--- src/rtl/inst_encoder_if.sv ---
// Handshake and field bundle for inst_encoder: decoded fields in, packed word plus address out.
interface inst_encoder_if;
  logic        in_valid;
  logic        in_ready;
  logic [2:0]  in_fmt;
  logic [6:0]  in_opcode;
  logic [4:0]  in_rd;
  logic [4:0]  in_rs1;
  logic [4:0]  in_rs2;
  logic [2:0]  in_funct3;
  logic [6:0]  in_funct7;
  logic [31:0] in_imm;
  logic        addr_clr;
  logic        out_valid;
  logic        out_ready;
  logic [31:0] out_inst;
  logic [31:0] out_addr;
  logic        out_err;
  logic [15:0] err_cnt;

  modport master (
    output in_valid, in_fmt, in_opcode, in_rd, in_rs1, in_rs2, in_funct3, in_funct7, in_imm,
    output addr_clr, out_ready,
    input  in_ready, out_valid, out_inst, out_addr, out_err, err_cnt
  );

  modport slave (
    input  in_valid, in_fmt, in_opcode, in_rd, in_rs1, in_rs2, in_funct3, in_funct7, in_imm,
    input  addr_clr, out_ready,
    output in_ready, out_valid, out_inst, out_addr, out_err, err_cnt
  );
endinterface

--- src/rtl/inst_encoder.sv ---
// RISC-V field packer, two register stages (S1 fields/flags, S2 packed word); in_ready drops only when both stages hold and out_ready=0.
// Define IMM_RANGE_CHECK_EN to turn unrepresentable immediates into flagged NOPs instead of truncating them.
module inst_encoder #(
  parameter logic [31:0] BASE_ADDR = 32'h0000_0000
) (
  input  logic          clk,
  input  logic          rstn,
  inst_encoder_if.slave bus
);
  localparam logic [31:0] NOP = 32'h0000_0013;

  typedef struct packed {
    logic [2:0]  fmt;
    logic [6:0]  opcode;
    logic [4:0]  rd;
    logic [4:0]  rs1;
    logic [4:0]  rs2;
    logic [2:0]  funct3;
    logic [6:0]  funct7;
    logic [31:0] imm;
  } fields_t;

  function automatic logic [31:0] pack(input fields_t f);
    logic [31:0] w;
    w = NOP;
    case (f.fmt)
      3'd0:    w = {f.funct7, f.rs2, f.rs1, f.funct3, f.rd, f.opcode};
      3'd1:    w = {f.imm[11:0], f.rs1, f.funct3, f.rd, f.opcode};
      3'd2:    w = {f.imm[11:5], f.rs2, f.rs1, f.funct3, f.imm[4:0], f.opcode};
      3'd3:    w = {f.imm[12], f.imm[10:5], f.rs2, f.rs1, f.funct3, f.imm[4:1], f.imm[11], f.opcode};
      3'd4:    w = {f.imm[31:12], f.rd, f.opcode};
      3'd5:    w = {f.imm[20], f.imm[10:1], f.imm[11], f.imm[19:12], f.rd, f.opcode};
      default: w = NOP;
    endcase
    return w;
  endfunction

  logic        s1_valid_q, s1_valid_d;
  fields_t     s1_fld_q, s1_fld_d;
  logic        s1_err_q, s1_err_d;
  logic        s2_valid_q, s2_valid_d;
  logic [31:0] s2_inst_q, s2_inst_d;
  logic        s2_err_q, s2_err_d;
  logic [31:0] s2_addr_q, s2_addr_d;
  logic [31:0] nxt_addr_q, nxt_addr_d;
  logic [15:0] err_cnt_q, err_cnt_d;

  logic        s1_adv, in_rdy, s2_load, out_hs, in_err;
  fields_t     in_fld;

  always_comb begin
    s1_adv  = !s2_valid_q || bus.out_ready;
    in_rdy  = !s1_valid_q || s1_adv;
    s2_load = s1_valid_q && s1_adv;
    out_hs  = s2_valid_q && bus.out_ready;
    in_fld  = '{fmt: bus.in_fmt, opcode: bus.in_opcode, rd: bus.in_rd, rs1: bus.in_rs1,
                rs2: bus.in_rs2, funct3: bus.in_funct3, funct7: bus.in_funct7, imm: bus.in_imm};

    in_err = (in_fld.fmt > 3'd5);
`ifdef IMM_RANGE_CHECK_EN
    case (in_fld.fmt)
      3'd1, 3'd2: in_err = (in_fld.imm[31:11] != {21{in_fld.imm[11]}});
      3'd3:       in_err = in_fld.imm[0] || (in_fld.imm[31:12] != {20{in_fld.imm[12]}});
      3'd4:       in_err = (in_fld.imm[11:0] != 12'd0);
      3'd5:       in_err = in_fld.imm[0] || (in_fld.imm[31:20] != {12{in_fld.imm[20]}});
      default:    ;
    endcase
`endif

    s1_valid_d = s1_valid_q;
    s1_fld_d   = s1_fld_q;
    s1_err_d   = s1_err_q;
    if (in_rdy) begin
      s1_valid_d = bus.in_valid;
      if (bus.in_valid) begin
        s1_fld_d = in_fld;
        s1_err_d = in_err;
      end
    end

    // The address is bound when a word enters S2, so a clear never disturbs a held word.
    s2_valid_d = s1_adv ? s1_valid_q : s2_valid_q;
    s2_inst_d  = s2_inst_q;
    s2_err_d   = s2_err_q;
    s2_addr_d  = s2_addr_q;
    nxt_addr_d = nxt_addr_q;
    if (s2_load) begin
      s2_inst_d  = s1_err_q ? NOP : pack(s1_fld_q);
      s2_err_d   = s1_err_q;
      s2_addr_d  = bus.addr_clr ? BASE_ADDR : nxt_addr_q;
      nxt_addr_d = s2_addr_d + 32'd4;
    end else if (bus.addr_clr) begin
      nxt_addr_d = BASE_ADDR;
    end

    err_cnt_d = err_cnt_q;
    if (out_hs && s2_err_q && (err_cnt_q != 16'hFFFF)) begin
      err_cnt_d = err_cnt_q + 16'd1;
    end
  end

  always_ff @(posedge clk or negedge rstn) begin
    if (!rstn) begin
      s1_valid_q <= 1'b0;
      s1_fld_q   <= '0;
      s1_err_q   <= 1'b0;
      s2_valid_q <= 1'b0;
      s2_inst_q  <= '0;
      s2_err_q   <= 1'b0;
      s2_addr_q  <= BASE_ADDR;
      nxt_addr_q <= BASE_ADDR;
      err_cnt_q  <= '0;
    end else begin
      s1_valid_q <= s1_valid_d;
      s1_fld_q   <= s1_fld_d;
      s1_err_q   <= s1_err_d;
      s2_valid_q <= s2_valid_d;
      s2_inst_q  <= s2_inst_d;
      s2_err_q   <= s2_err_d;
      s2_addr_q  <= s2_addr_d;
      nxt_addr_q <= nxt_addr_d;
      err_cnt_q  <= err_cnt_d;
    end
  end

  assign bus.in_ready  = in_rdy;
  assign bus.out_valid = s2_valid_q;
  assign bus.out_inst  = s2_inst_q;
  assign bus.out_addr  = s2_addr_q;
  assign bus.out_err   = s2_err_q;
  assign bus.err_cnt   = err_cnt_q;
endmodule

--- src/flat_wrapper.sv ---
// flat-port wrapper written by rule: the top's interface ports become plain ports
module inst_encoder_flat 
#(
  parameter logic [31:0] BASE_ADDR = 32'h0000_0000
)
  (clk, rstn, bus_in_valid, bus_in_fmt, bus_in_opcode, bus_in_rd, bus_in_rs1, bus_in_rs2, bus_in_funct3, bus_in_funct7, bus_in_imm, bus_addr_clr, bus_out_ready, bus_in_ready, bus_out_valid, bus_out_inst, bus_out_addr, bus_out_err, bus_err_cnt);
  inst_encoder_if bus_i ();
  input  logic clk;
  input  logic rstn;
  input wire logic [$bits(bus_i.in_valid)-1:0] bus_in_valid;
  input wire logic [$bits(bus_i.in_fmt)-1:0] bus_in_fmt;
  input wire logic [$bits(bus_i.in_opcode)-1:0] bus_in_opcode;
  input wire logic [$bits(bus_i.in_rd)-1:0] bus_in_rd;
  input wire logic [$bits(bus_i.in_rs1)-1:0] bus_in_rs1;
  input wire logic [$bits(bus_i.in_rs2)-1:0] bus_in_rs2;
  input wire logic [$bits(bus_i.in_funct3)-1:0] bus_in_funct3;
  input wire logic [$bits(bus_i.in_funct7)-1:0] bus_in_funct7;
  input wire logic [$bits(bus_i.in_imm)-1:0] bus_in_imm;
  input wire logic [$bits(bus_i.addr_clr)-1:0] bus_addr_clr;
  input wire logic [$bits(bus_i.out_ready)-1:0] bus_out_ready;
  output wire logic [$bits(bus_i.in_ready)-1:0] bus_in_ready;
  output wire logic [$bits(bus_i.out_valid)-1:0] bus_out_valid;
  output wire logic [$bits(bus_i.out_inst)-1:0] bus_out_inst;
  output wire logic [$bits(bus_i.out_addr)-1:0] bus_out_addr;
  output wire logic [$bits(bus_i.out_err)-1:0] bus_out_err;
  output wire logic [$bits(bus_i.err_cnt)-1:0] bus_err_cnt;
  assign bus_i.in_valid = bus_in_valid;
  assign bus_i.in_fmt = bus_in_fmt;
  assign bus_i.in_opcode = bus_in_opcode;
  assign bus_i.in_rd = bus_in_rd;
  assign bus_i.in_rs1 = bus_in_rs1;
  assign bus_i.in_rs2 = bus_in_rs2;
  assign bus_i.in_funct3 = bus_in_funct3;
  assign bus_i.in_funct7 = bus_in_funct7;
  assign bus_i.in_imm = bus_in_imm;
  assign bus_i.addr_clr = bus_addr_clr;
  assign bus_i.out_ready = bus_out_ready;
  assign bus_in_ready = bus_i.in_ready;
  assign bus_out_valid = bus_i.out_valid;
  assign bus_out_inst = bus_i.out_inst;
  assign bus_out_addr = bus_i.out_addr;
  assign bus_out_err = bus_i.out_err;
  assign bus_err_cnt = bus_i.err_cnt;
  inst_encoder #(.BASE_ADDR(BASE_ADDR)) u_core (.clk(clk), .rstn(rstn), .bus(bus_i));
endmodule
--- config.mk ---
export PLATFORM = sky130hd
export DESIGN_NAME = inst_encoder_flat
export DESIGN_NICKNAME = d
export VERILOG_FILES = /design/src/rtl/inst_encoder_if.sv /design/src/rtl/inst_encoder.sv /design/src/flat_wrapper.sv
export SDC_FILE = /design/constraint.sdc
export NUM_CORES = 1
export LEC_CHECK = 0
export CAP_MARGIN = 5
export CORE_AREA = 8 8 150 152
export CTS_CLUSTER_SIZE = 8
export DETAILED_ROUTE_END_ITERATION = 10
export DIE_AREA = 0 0 158 160
export PLACE_DENSITY_LB_ADDON = 0.25
export RECOVER_POWER = 50
export SLEW_MARGIN = 20
export SYNTH_ARGS = -nofsm -noshare
export SYNTH_HDL_FRONTEND = slang
export SYNTH_SLANG_ARGS = --single-unit
--- constraint.sdc ---
create_clock -name clk -period 4.1 [get_ports clk]
set_clock_uncertainty 0.1 [all_clocks]
set_input_delay 0.615 -clock clk [delete_from_list [all_inputs] [get_ports clk]]
set_output_delay 0.615 -clock clk [all_outputs]
set_load 0.01 [all_outputs]
==> reports/metrics.yaml, run 1 <==
r2r_slack_ps: 1500
yosysUniqueCellTypes: 44
via_count: 5621
area_growth_pct: 30.2
routed_wl_microns: 18900
min_to: "u_core.bus.out_addr[30]$_DFFE_PN0P_"
peakVddDrop_mv: 0.267
drv_slew: 85
place_worst_setup_slack_ps: 816
avgViaCountPerCell: 5.02
layout_setup_ws_ps: 1060
rsz0062_at_grt: "no"
clkLatencyLatePin_ps: 430
n_antenna_cell: 0
track_usage: 0.154
synth_cells: 692
hpwl_microns: 13300
synth_fp_nets: 766
status: "complete, but fails checks"
power_density_mw_per_mm2: 449
reg2reg_from: "u_core.bus.out_valid$_DFFE_PN0P_"
holdCritStartpoint: "u_core.bus.out_addr[30]$_DFFE_PN0P_"
ys_ff_latch: 183
cts_tree: "yes"
tightestPinTransition_ps: 2190
final.period_utilization: 0.741
ys.flop_type: "dfrtp_1"
die_h_microns: 160
drive_gt1_frac: 0.151
synth_warnings: 0
syn_area_sq_mm: 0.00789
grt_pass1_wl_microns: 31000
htreeDepth: 4
portBuffers: 154
regArea_sq_mm: 0.00458
coreArea_sq_mm: 0.0200
rows: 52
maxCapViolCount: 2
avgSynthCellArea_sq_um: 11.4
r2r_end: "u_core.bus.out_inst[1]$_DFFE_PN0P_"
hold_path.class: "reg2reg"
crit_type: "in2out"
worst-path-max-fanout: 6
clk_pin_slew_ps: 70
endpoint_kind: "output port"
min_path_cells: 2
min_period_ps: 3040
critPathRequiredTime_ps: 3380
die_w_microns: 158
start_util: 0.394
postRouteAntennaNets: 0
drcViolationCount: 0
clock-sinks: 183
fin_setup_tns_ps: 0
grt_max_degree: 86
grt-ovfl-total: 0
gp_congestion: 0.764
multiInputGateArea_sq_mm: 0.00313
clockBufferDepth: 2
max-slew-margin-rel: -0.457
max_clock_freq_mhz: 329
fillers: 1900
synth_edf_count: 0
drt_iter0_drc: 361
cts-buffers-inserted: 17
grt_pass1_vias: 5855
setup_viol: 0
hold_viol_final: 0
ios: 155
synthArstFlopShare: 1.00
reg2reg_depth: 4
post_cts_resized: 0
cp_data_arrival_time_ps: 2320
p_leak_nw: 4.37
cts-root-buf: "clkbuf_16"
hold_buffers: 0
post_cts_buffers: 0
violations: "capacitance limit, slew limit"
antenna_found_initial: 1
nets: 911
wl_per_cell_microns: 16.9
ys_seq_area_frac: 0.581
crit_path_start_kind: "input port"
firstDrtPassIters: 4
die_area_sq_mm: 0.0253
-- cell type report --
class | instances | share of cell area
Multi-Input combinational cell | 466 | 0.305
Tap cell | 270 | 0.0329
Timing Repair Buffer | 161 | 0.155
Sequential cell | 183 | 0.446
Clock buffer | 18 | 0.0428
Inverter | 8 | 0.00293
Clock inverter | 14 | 0.0150
-- synth_stat cells, types with 3 or more instances --
| cell type | instances | share of area |
|---|---|---|
| nand2b_1 | 23 | 0.018 |
| nor2_1 | 37 | 0.018 |
| a22o_1 | 10 | 0.011 |
| nor4_2 | 3 | 0.0048 |
| mux2i_1 | 4 | 0.0051 |
| a21oi_1 | 20 | 0.013 |
| inv_1 | 7 | 0.0033 |
| nand2_1 | 87 | 0.041 |
| nor4_1 | 6 | 0.0048 |
| dfrtp_1 | 183 | 0.58 |
| xor2_1 | 13 | 0.014 |
| xnor2_1 | 20 | 0.022 |
| buf_2 | 9 | 0.0057 |
| o22a_1 | 3 | 0.0033 |
| a22oi_1 | 22 | 0.021 |
| or3_1 | 5 | 0.0040 |
| or2_2 | 3 | 0.0024 |
| nor3_1 | 11 | 0.0070 |
| nand4_1 | 10 | 0.0079 |
| and3_1 | 4 | 0.0032 |
| and4_1 | 3 | 0.0033 |
| clkbuf_1 | 23 | 0.011 |
| mux2_2 | 78 | 0.11 |
| o21ai_0 | 49 | 0.031 |
| nor2b_1 | 18 | 0.014 |
| o22ai_1 | 6 | 0.0048 |
| nand3_1 | 13 | 0.0082 |
-- power breakdown --
group	total [mW]	internal, mW	switching, mW
Sequential	2.16	2.01	0.156
Combinational	0.797	0.440	0.357
Clock	1.65	0.885	0.768
-- registers in the layout, summed over array words and instances (netlist names) --
| name | flops |
|---|---|
| u_core.bus.out_err | 1 |
| u_core.bus.out_addr | 32 |
| u_core.bus.out_valid | 1 |
| u_core.s1_valid_q | 1 |
| u_core.s1_fld_q | 67 |
| u_core.s1_err_q | 1 |
| u_core.nxt_addr_q | 32 |
| u_core.bus.err_cnt | 16 |
| u_core.bus.out_inst | 32 |
-- metal layers --
metal | share of wire | wire [microns] | up-vias | GRT usage
met1 | 0.44 | 8360 | 2750 | 0.196
met5 | 0.00042 | 8 | - | 0
met4 | 0.012 | 226 | 2 | 0.0433
met2 | 0.47 | 8980 | 133 | 0.246
met3 | 0.072 | 1360 | 18 | 0.0521
li1 | - | - | 2718 | -
-- worst max path at each step --
stage | end | slack, ps | startpoint | cells past startpoint
after CTS | bus_in_ready | 1190 | bus_out_ready | 4
after floorplan | u_core.nxt_addr_q[26]$_DFF_PN0_ | 1390 | bus_addr_clr | 10
after global placement | u_core.nxt_addr_q[18]$_DFF_PN0_ | 830 | bus_addr_clr | 8
after detailed placement | u_core.nxt_addr_q[18]$_DFF_PN0_ | 820 | bus_addr_clr | 8
final | bus_in_ready | 1060 | bus_out_ready | 4
after global routing | u_core.nxt_addr_q[15]$_DFF_PN0_ | 810 | rstn | 2
-- through the flow --
step	power (mW)	cell area [sq um]	hold WS (ps)	cells	util
after CTS	4.69	10300	163	1120	0.513
after global routing	4.84	10300	390	1120	0.512
after global placement	3.00	9690	357	1088	0.484
after detailed placement	3.02	9690	359	1088	0.484
final	4.61	10300	365	1120	0.512
after floorplan	2.57	7890	219	692	-
-- cell usage in the layout (no fill, tap or decap), types with 2 or more instances in the layout --
cell type / n
dlygate4sd3_1: 26
a22o_1: 10
mux2_2: 78
or3_1: 5
nor4_2: 3
inv_8: 5
buf_4: 4
nor2b_1: 18
inv_1: 7
dfrtp_1: 183
xnor2_1: 20
clkinv_4: 2
and3_1: 4
clkbuf_2: 2
inv_6: 4
xor2_1: 13
o22a_1: 3
a22oi_1: 22
mux2i_1: 4
or4_1: 2
and4_1: 3
clkinvlp_4: 2
or2_2: 3
nand2b_1: 23
ha_1: 2
nor2_1: 36
o21ai_0: 49
clkdlybuf4s50_1: 127
clkbuf_16: 17
nand3b_1: 2
nand3_1: 13
nor3_1: 11
nand4_1: 10
o31ai_1: 2
o22ai_1: 6
a21oi_1: 20
nand2_1: 86
nor4_1: 6
-- kinds of logic (layout without fill, tap and decap cells) --
group / count (synthesis) / in the layout / synth area share
buf+inv: 43 / 201 / 0.0238
mux: 82 / 82 / 0.116
fa+ha+maj: 2 / 2 / 0.00317
simple gates: 234 / 234 / 0.150
compound gates: 115 / 115 / 0.0890
xor+xnor: 33 / 33 / 0.0366
flops: 183 / 183 / 0.581
-- worst max-delay path, cell delays in order --
cell	delay (ps)
dlygate4sd3_1	570
nor2b_1	350
nand2_1	220
clkdlybuf4s50_1	570
Power figures use the tool's default switching activity.
==> inputs of run 2 (changes only) <==
==> constraint.sdc (replaced) <==
create_clock -name clk -period 2.5 [get_ports clk]
set_clock_uncertainty 0.1 [all_clocks]
set_input_delay 0.375 -clock clk [delete_from_list [all_inputs] [get_ports clk]]
set_output_delay 0.375 -clock clk [all_outputs]
set_load 0.01 [all_outputs]
==> run 2 against run 1 <==
The flow still finishes with violations (capacitance limit, slew limit). Cell area up 1.5%. Combinational power rose by 72%. Sequential cell count unchanged. Critical path type is now reg2out. Largest cell class unchanged. Highest routed layer unchanged.
==> reports/metrics.yaml, run 2 (synthesized netlist as in run 1, its figures left out) <==
clk_pin_slew_ps: 70  # about the same
worst-path-max-fanout: 4  # -2
endpoint_kind: "output port"
final_cell_mix: "183 x dfrtp_1, 153 x clkdlybuf4s50_1, 86 x nand2_1, 78 x mux2_2, 49 x o21ai_0"
crit_family: "buffers and inverters"
postLayoutCellArea_sq_mm: 0.0104  # +1.5%
n_antenna_cell: 0  # unchanged
min_period_ps: 2400
start_util: 0.394  # unchanged
gp_congestion: 0.779  # +1.9%
power_density_mw_per_mm2: 711  # +58%
stdcell_count: 1143  # +2.1%
regArea_sq_mm: 0.00458  # unchanged
fillers: 1889  # -0.58%
regMostFlops: "u_core.s1_fld_q"
postRouteAntennaNets: 0  # unchanged
crit_type: "reg2out"
die_area_sq_mm: 0.0253  # unchanged
hold_viol_final: 0  # unchanged
status: "complete, but fails checks"
drv_slew: 60  # -29%
peakVddDrop_mv: 0.463  # +73%
place_inst: 1111  # +2.1%
drcViolationCount: 0  # unchanged
die_w_microns: 158  # unchanged
cts-buffers-inserted: 17  # unchanged
hold_slack_ps: 375  # +10.1 ps
max_clock_freq_mhz: 416
cts_tree: "yes"
max-slew-margin-rel: -0.0345  # +0.423
grt-ovfl-total: 0  # unchanged
maxCapViolCount: 1  # -1
area_growth_pct: 32.2
place_worst_setup_slack_ps: -264  # -1080 ps
cp_num_buf_inv: 2  # unchanged
final.period_utilization: 0.960
crit_chain: "nor2b_2 -> clkbuf_4 -> nand2_1 -> clkdlybuf4s50_1"
avgViaCountPerCell: 4.96  # -1.1%
drive_gt1_frac: 0.171  # +0.0201
via_count: 5673  # +0.93%
power_mw: 7.41  # +61%
clockBufferDepth: 2  # unchanged
p_leak_nw: 4.38  # +0.35%
rsz0062_at_grt: "no"
routed_wl_microns: 19100  # +0.64%
nets: 935  # +2.6%
layout_commonest_cell: "dfrtp_1"
hpwl_microns: 13700  # +3.2%
clock-sinks: 183  # unchanged
place_area_sq_mm: 0.00994  # +2.6%
crit_path_start_kind: "flop"
setup_viol: 0  # unchanged
wl_per_cell_microns: 16.7  # -1.4%
clkLatencyLatePin_ps: 430  # about the same
largest_register_ffs: 67  # unchanged
ios: 155  # unchanged
cts-root-buf: "clkbuf_16"
slowest_delay_ps: 590  # +20 ps
grt_pass1_vias: 5948  # +1.6%
antenna_found_initial: 1  # unchanged
grt_max_degree: 60  # -30%
tightestPinTransition_ps: 1550  # -634 ps
portBuffers: 154  # unchanged
hold_path.class: "reg2reg"
critPathRequiredTime_ps: 2030  # -1350 ps
drt_iter0_drc: 281  # -22%
crit_slowest_cell: "clkdlybuf4s50_1"
grt_pass1_wl_microns: 31400  # +1.2%
coreArea_sq_mm: 0.0200  # unchanged
multiInputGateArea_sq_mm: 0.00313  # unchanged
die_h_microns: 160  # unchanged
track_usage: 0.155  # +0.00121
firstDrtPassIters: 4  # unchanged
rows: 52  # unchanged
violations: "capacitance limit, slew limit"
htreeDepth: 4  # unchanged
layout_setup_ws_ps: 98.8  # -964 ps
cp_data_arrival_time_ps: 1930  # -390 ps
==> run 2: changes by cell type in the layout (fill, tap and decap cells not counted), moves of 2 or more <==
cell | previous run | this run
buf_4 | 4 | 21
inv_8 | 5 | 2
clkinvlp_4 | 2 | 4
clkdlybuf4s50_1 | 127 | 153
dlygate4sd3_1 | 26 | 1
buf_6 | 0 | 3
==> run 2: repair_timing <==
| action | 4_1_cts | 5_1_grt |
|---|---|---|
| resized for setup | 0 | 1 |
| buffers inserted | 0 | 0 |
| hold buffers | 1 | 0 |
| endpoints found under the setup margin | 0 | 1 |
| endpoints found under the hold margin | 56 | 0 |
==> run 2: worst register-to-register path, cell delays in order (launching register included) <==
cell and delay (ps):
dfrtp_1 350, nor2b_1 180, ha_1 190, nand3_1 100
or4_1 480, buf_4 190, nor4_1 300, xnor2_1 160
nor2_1 50
==> run 2: per-layer routing <==
| metal | part of all wire | global-route usage |
|---|---|---|
| met3 | 0.072 | 0.0570 |
| met1 | 0.45 | 0.198 |
| met5 | 0.00052 | 0 |
| met4 | 0.012 | 0.0437 |
| met2 | 0.47 | 0.244 |
==> run 2: metrics by stage <==
step | utilization | TNS, ps
3_5_place_dp | 0.496 | -1780
5_1_grt | 0.520 | 0
6_report | 0.520 | 0
3_3_place_gp | 0.496 | -1200
2_1_floorplan | - | 0
4_1_cts | 0.524 | 0
==> run 2: layout make-up <==
type | instances | share of cell area
sequential | 183 | 0.439
inverter | 8 | 0.00288
multi-input combinational | 466 | 0.300
tap | 270 | 0.0324
timing repair buffer | 185 | 0.173
clock buffer | 18 | 0.0412
clock inverter | 13 | 0.0113
==> run 2: power by group <==
| part | internal (mW) | switching (mW) | leakage, nW |
|---|---|---|---|
| Combinational | 0.761 | 0.610 | 1.77 |
| Sequential | 3.29 | 0.235 | 2.35 |
| Clock | 1.30 | 1.22 | 0.256 |
==> run 2: worst paths after layout <==
kind                                                          from  slack [ps]  cells after the start                                  end
worst max-delay path              u_core.bus.out_valid$_DFFE_PN0P_         100                      4                         bus_in_ready
worst min-delay path            u_core.bus.out_addr[8]$_DFFE_PN0P_         370                      2   u_core.bus.out_addr[8]$_DFFE_PN0P_
worst max register to register      u_core.nxt_addr_q[2]$_DFF_PN0_         290                      8      u_core.nxt_addr_q[18]$_DFF_PN0_
worst min register to register  u_core.bus.out_addr[8]$_DFFE_PN0P_         370                      2   u_core.bus.out_addr[8]$_DFFE_PN0P_
max in group asynchronous                                     rstn         410                      3  u_core.bus.out_inst[20]$_DFFE_PN0P_
min in group asynchronous                                     rstn         770                      2  u_core.bus.out_addr[19]$_DFFE_PN0P_
==> inputs of run 3 (changes only) <==
--- a/config.mk
+++ b/config.mk
@@ -6,10 +6,10 @@
 export NUM_CORES = 1
 export LEC_CHECK = 0
 export CAP_MARGIN = 5
-export CORE_AREA = 8 8 150 152
+export CORE_AREA = 8 8 172 174
 export CTS_CLUSTER_SIZE = 8
 export DETAILED_ROUTE_END_ITERATION = 10
-export DIE_AREA = 0 0 158 160
+export DIE_AREA = 0 0 180 182
 export PLACE_DENSITY_LB_ADDON = 0.25
 export RECOVER_POWER = 50
 export SLEW_MARGIN = 20
==> run 3 against run 2 <==
The run still ends with capacitance limit, slew limit left. First-iteration DRC count shrank 1.1%. Via count grew 0.39%. Core utilization shrank 12 points. Hold slack lost 39 ps. Highest routed layer unchanged. Largest cell class unchanged. Critical endpoint unchanged. Clock power grew 5%. Cell area grew 1.6%. Critical path depth shrank 1. Final cell count grew 7.0%. Register-to-register slack lost 20 ps. Combinational power is essentially flat. Critical path type unchanged.
==> reports/metrics.yaml, run 3 (synthesized netlist as in run 1, its figures left out) <==
grt_max_degree: 58  # -3.3%
routed_wl_microns: 20300  # +6.3%
crit_path_start_kind: "flop"
clkLatencyLatePin_ps: 430  # about the same
critPathRequiredTime_ps: 2030  # about the same
crit_type: "reg2out"
layout_commonest_cell: "dfrtp_1"
slowest_delay_ps: 600  # about the same
crit_family: "buffers and inverters"
rsz0062_at_grt: "no"
crit_slowest_cell: "clkdlybuf4s50_1"
p_leak_nw: 4.42  # +0.97%
antenna_found_initial: 1  # unchanged
endpoint_kind: "output port"
final_core_util: 0.398  # -0.123
gp_congestion: 0.770  # -1.2%
area_growth_pct: 34.3
die_area_sq_mm: 0.0328  # +30%
grt-ovfl-total: 0  # unchanged
power_density_mw_per_mm2: 712  # about the same
drcViolationCount: 0  # unchanged
max-slew-margin-rel: -0.00925  # +0.0252
cts-root-buf: "clkbuf_16"
regMostFlops: "u_core.s1_fld_q"
maxCapViolCount: 1  # unchanged
ios: 155  # unchanged
avgViaCountPerCell: 4.66  # -6.2%
cts-buffers-inserted: 17  # unchanged
clockBufferDepth: 2  # unchanged
rows: 60  # +15%
via_count: 5695  # +0.39%
hold_path.class: "in2reg"
tightestPinTransition_ps: 1510  # -37.8 ps
die_h_microns: 182  # +14%
min_period_ps: 2260  # -142 ps
final_cell_mix: "183 x dfrtp_1, 152 x clkdlybuf4s50_1, 86 x nand2_1, 78 x mux2_2, 49 x o21ai_0"
setup_viol: 0  # unchanged
status: "complete, but fails checks"
final.period_utilization: 0.904  # -0.0568
cp_num_buf_inv: 1  # -1
worst-path-max-fanout: 4  # unchanged
violations: "capacitance limit, slew limit"
coreArea_sq_mm: 0.0267  # +33%
die_w_microns: 180  # +14%
htreeDepth: 4  # unchanged
wl_per_cell_microns: 16.6  # -0.61%
postRouteAntennaNets: 0  # unchanged
max_clock_freq_mhz: 443  # +6.3%
drv_slew: 58  # -3.3%
cts_tree: "yes"
crit_chain: "nor2b_2 -> nand2_1 -> clkdlybuf4s50_1"
grt_pass1_wl_microns: 33700  # +7.4%
hpwl_microns: 14600  # +6.6%
drt_iter0_drc: 278  # -1.1%
drive_gt1_frac: 0.177  # +0.00640
peakVddDrop_mv: 0.455  # -1.7%
power_mw: 7.54  # +1.7%
hold_viol_final: 0  # unchanged
firstDrtPassIters: 4  # unchanged
largest_register_ffs: 67  # unchanged
grt_pass1_vias: 5916  # -0.54%
start_util: 0.296  # -0.0976
clk_pin_slew_ps: 70  # about the same
track_usage: 0.127  # -0.0286
portBuffers: 154  # unchanged
clock-sinks: 183  # unchanged
cp_data_arrival_time_ps: 1780  # -150 ps
nets: 942  # +0.75%
run 3: stage by stage:
stage          setup TNS, ps  cells  worst slack [ps]  hold WS, ps  area [sq um]
4_1_cts                    0   1222              56.3          386         10700
3_3_place_gp           -2920   1189              -339          301         10100
5_1_grt                    0   1222              70.7          366         10600
6_report                   0   1223               241          336         10600
2_1_floorplan              0    692              32.9        -20.6          7890
3_5_place_dp           -3360   1189              -355          302         10100
run 3: layer usage:
metal  share of wire  track usage  vias to the layer above
li1                -            -                     2779
met1            0.46        0.160                     2788
met2            0.46        0.203                      115
met4          0.0062       0.0240                        2
met5         0.00064            0                        -
met3           0.068       0.0515                       11
run 3: cell type report:
cell class | count | area [sq um]
Clock buffer | 18 | 439
Multi-Input combinational cell | 466 | 3130
Antenna cell | 1 | 2.50
Timing Repair Buffer | 192 | 1850
Tap cell | 341 | 427
Inverter | 8 | 30.0
Fill cell | 2572 | 16100
Sequential cell | 183 | 4580
Clock inverter | 14 | 139
run 3: worst min-delay path: cells and delay by family:
family | cells | cell delay, ps
xor gates and xnor gates | 1 | 90
and+or+nand+nor | 1 | 200
buffers and inverters | 1 | 150
run 3: path summary, 6_finish.rpt:
path                       slack (ps)  depth (start not counted)                                start                                   to
min reg2reg                       380                          2  u_core.bus.out_addr[24]$_DFFE_PN0P_  u_core.bus.out_addr[24]$_DFFE_PN0P_
max in group asynchronous         410                          3                                 rstn      u_core.s1_fld_q[41]$_DFFE_PN0P_
max                               240                          3     u_core.bus.out_valid$_DFFE_PN0P_                         bus_in_ready
min in group asynchronous         770                          2                                 rstn      u_core.nxt_addr_q[22]$_DFF_PN0_
min                               340                          3                         bus_addr_clr       u_core.nxt_addr_q[4]$_DFF_PN0_
max reg2reg                       270                          8       u_core.nxt_addr_q[2]$_DFF_PN0_      u_core.nxt_addr_q[26]$_DFF_PN0_
run 3: repair_timing:
item / in CTS / in global routing
endpoints found under the hold margin: 54 / 0
resized for setup: 0 / 3
setup endpoints to repair: 0 / 4
buffers inserted: 0 / 0
hold buffers: 1 / 0
run 3: power breakdown:
group          internal (mW)  switching (mW)  leakage [nW]
logic                  0.762           0.631          1.79
clock network           1.35            1.29         0.279
registers               3.29           0.222          2.35
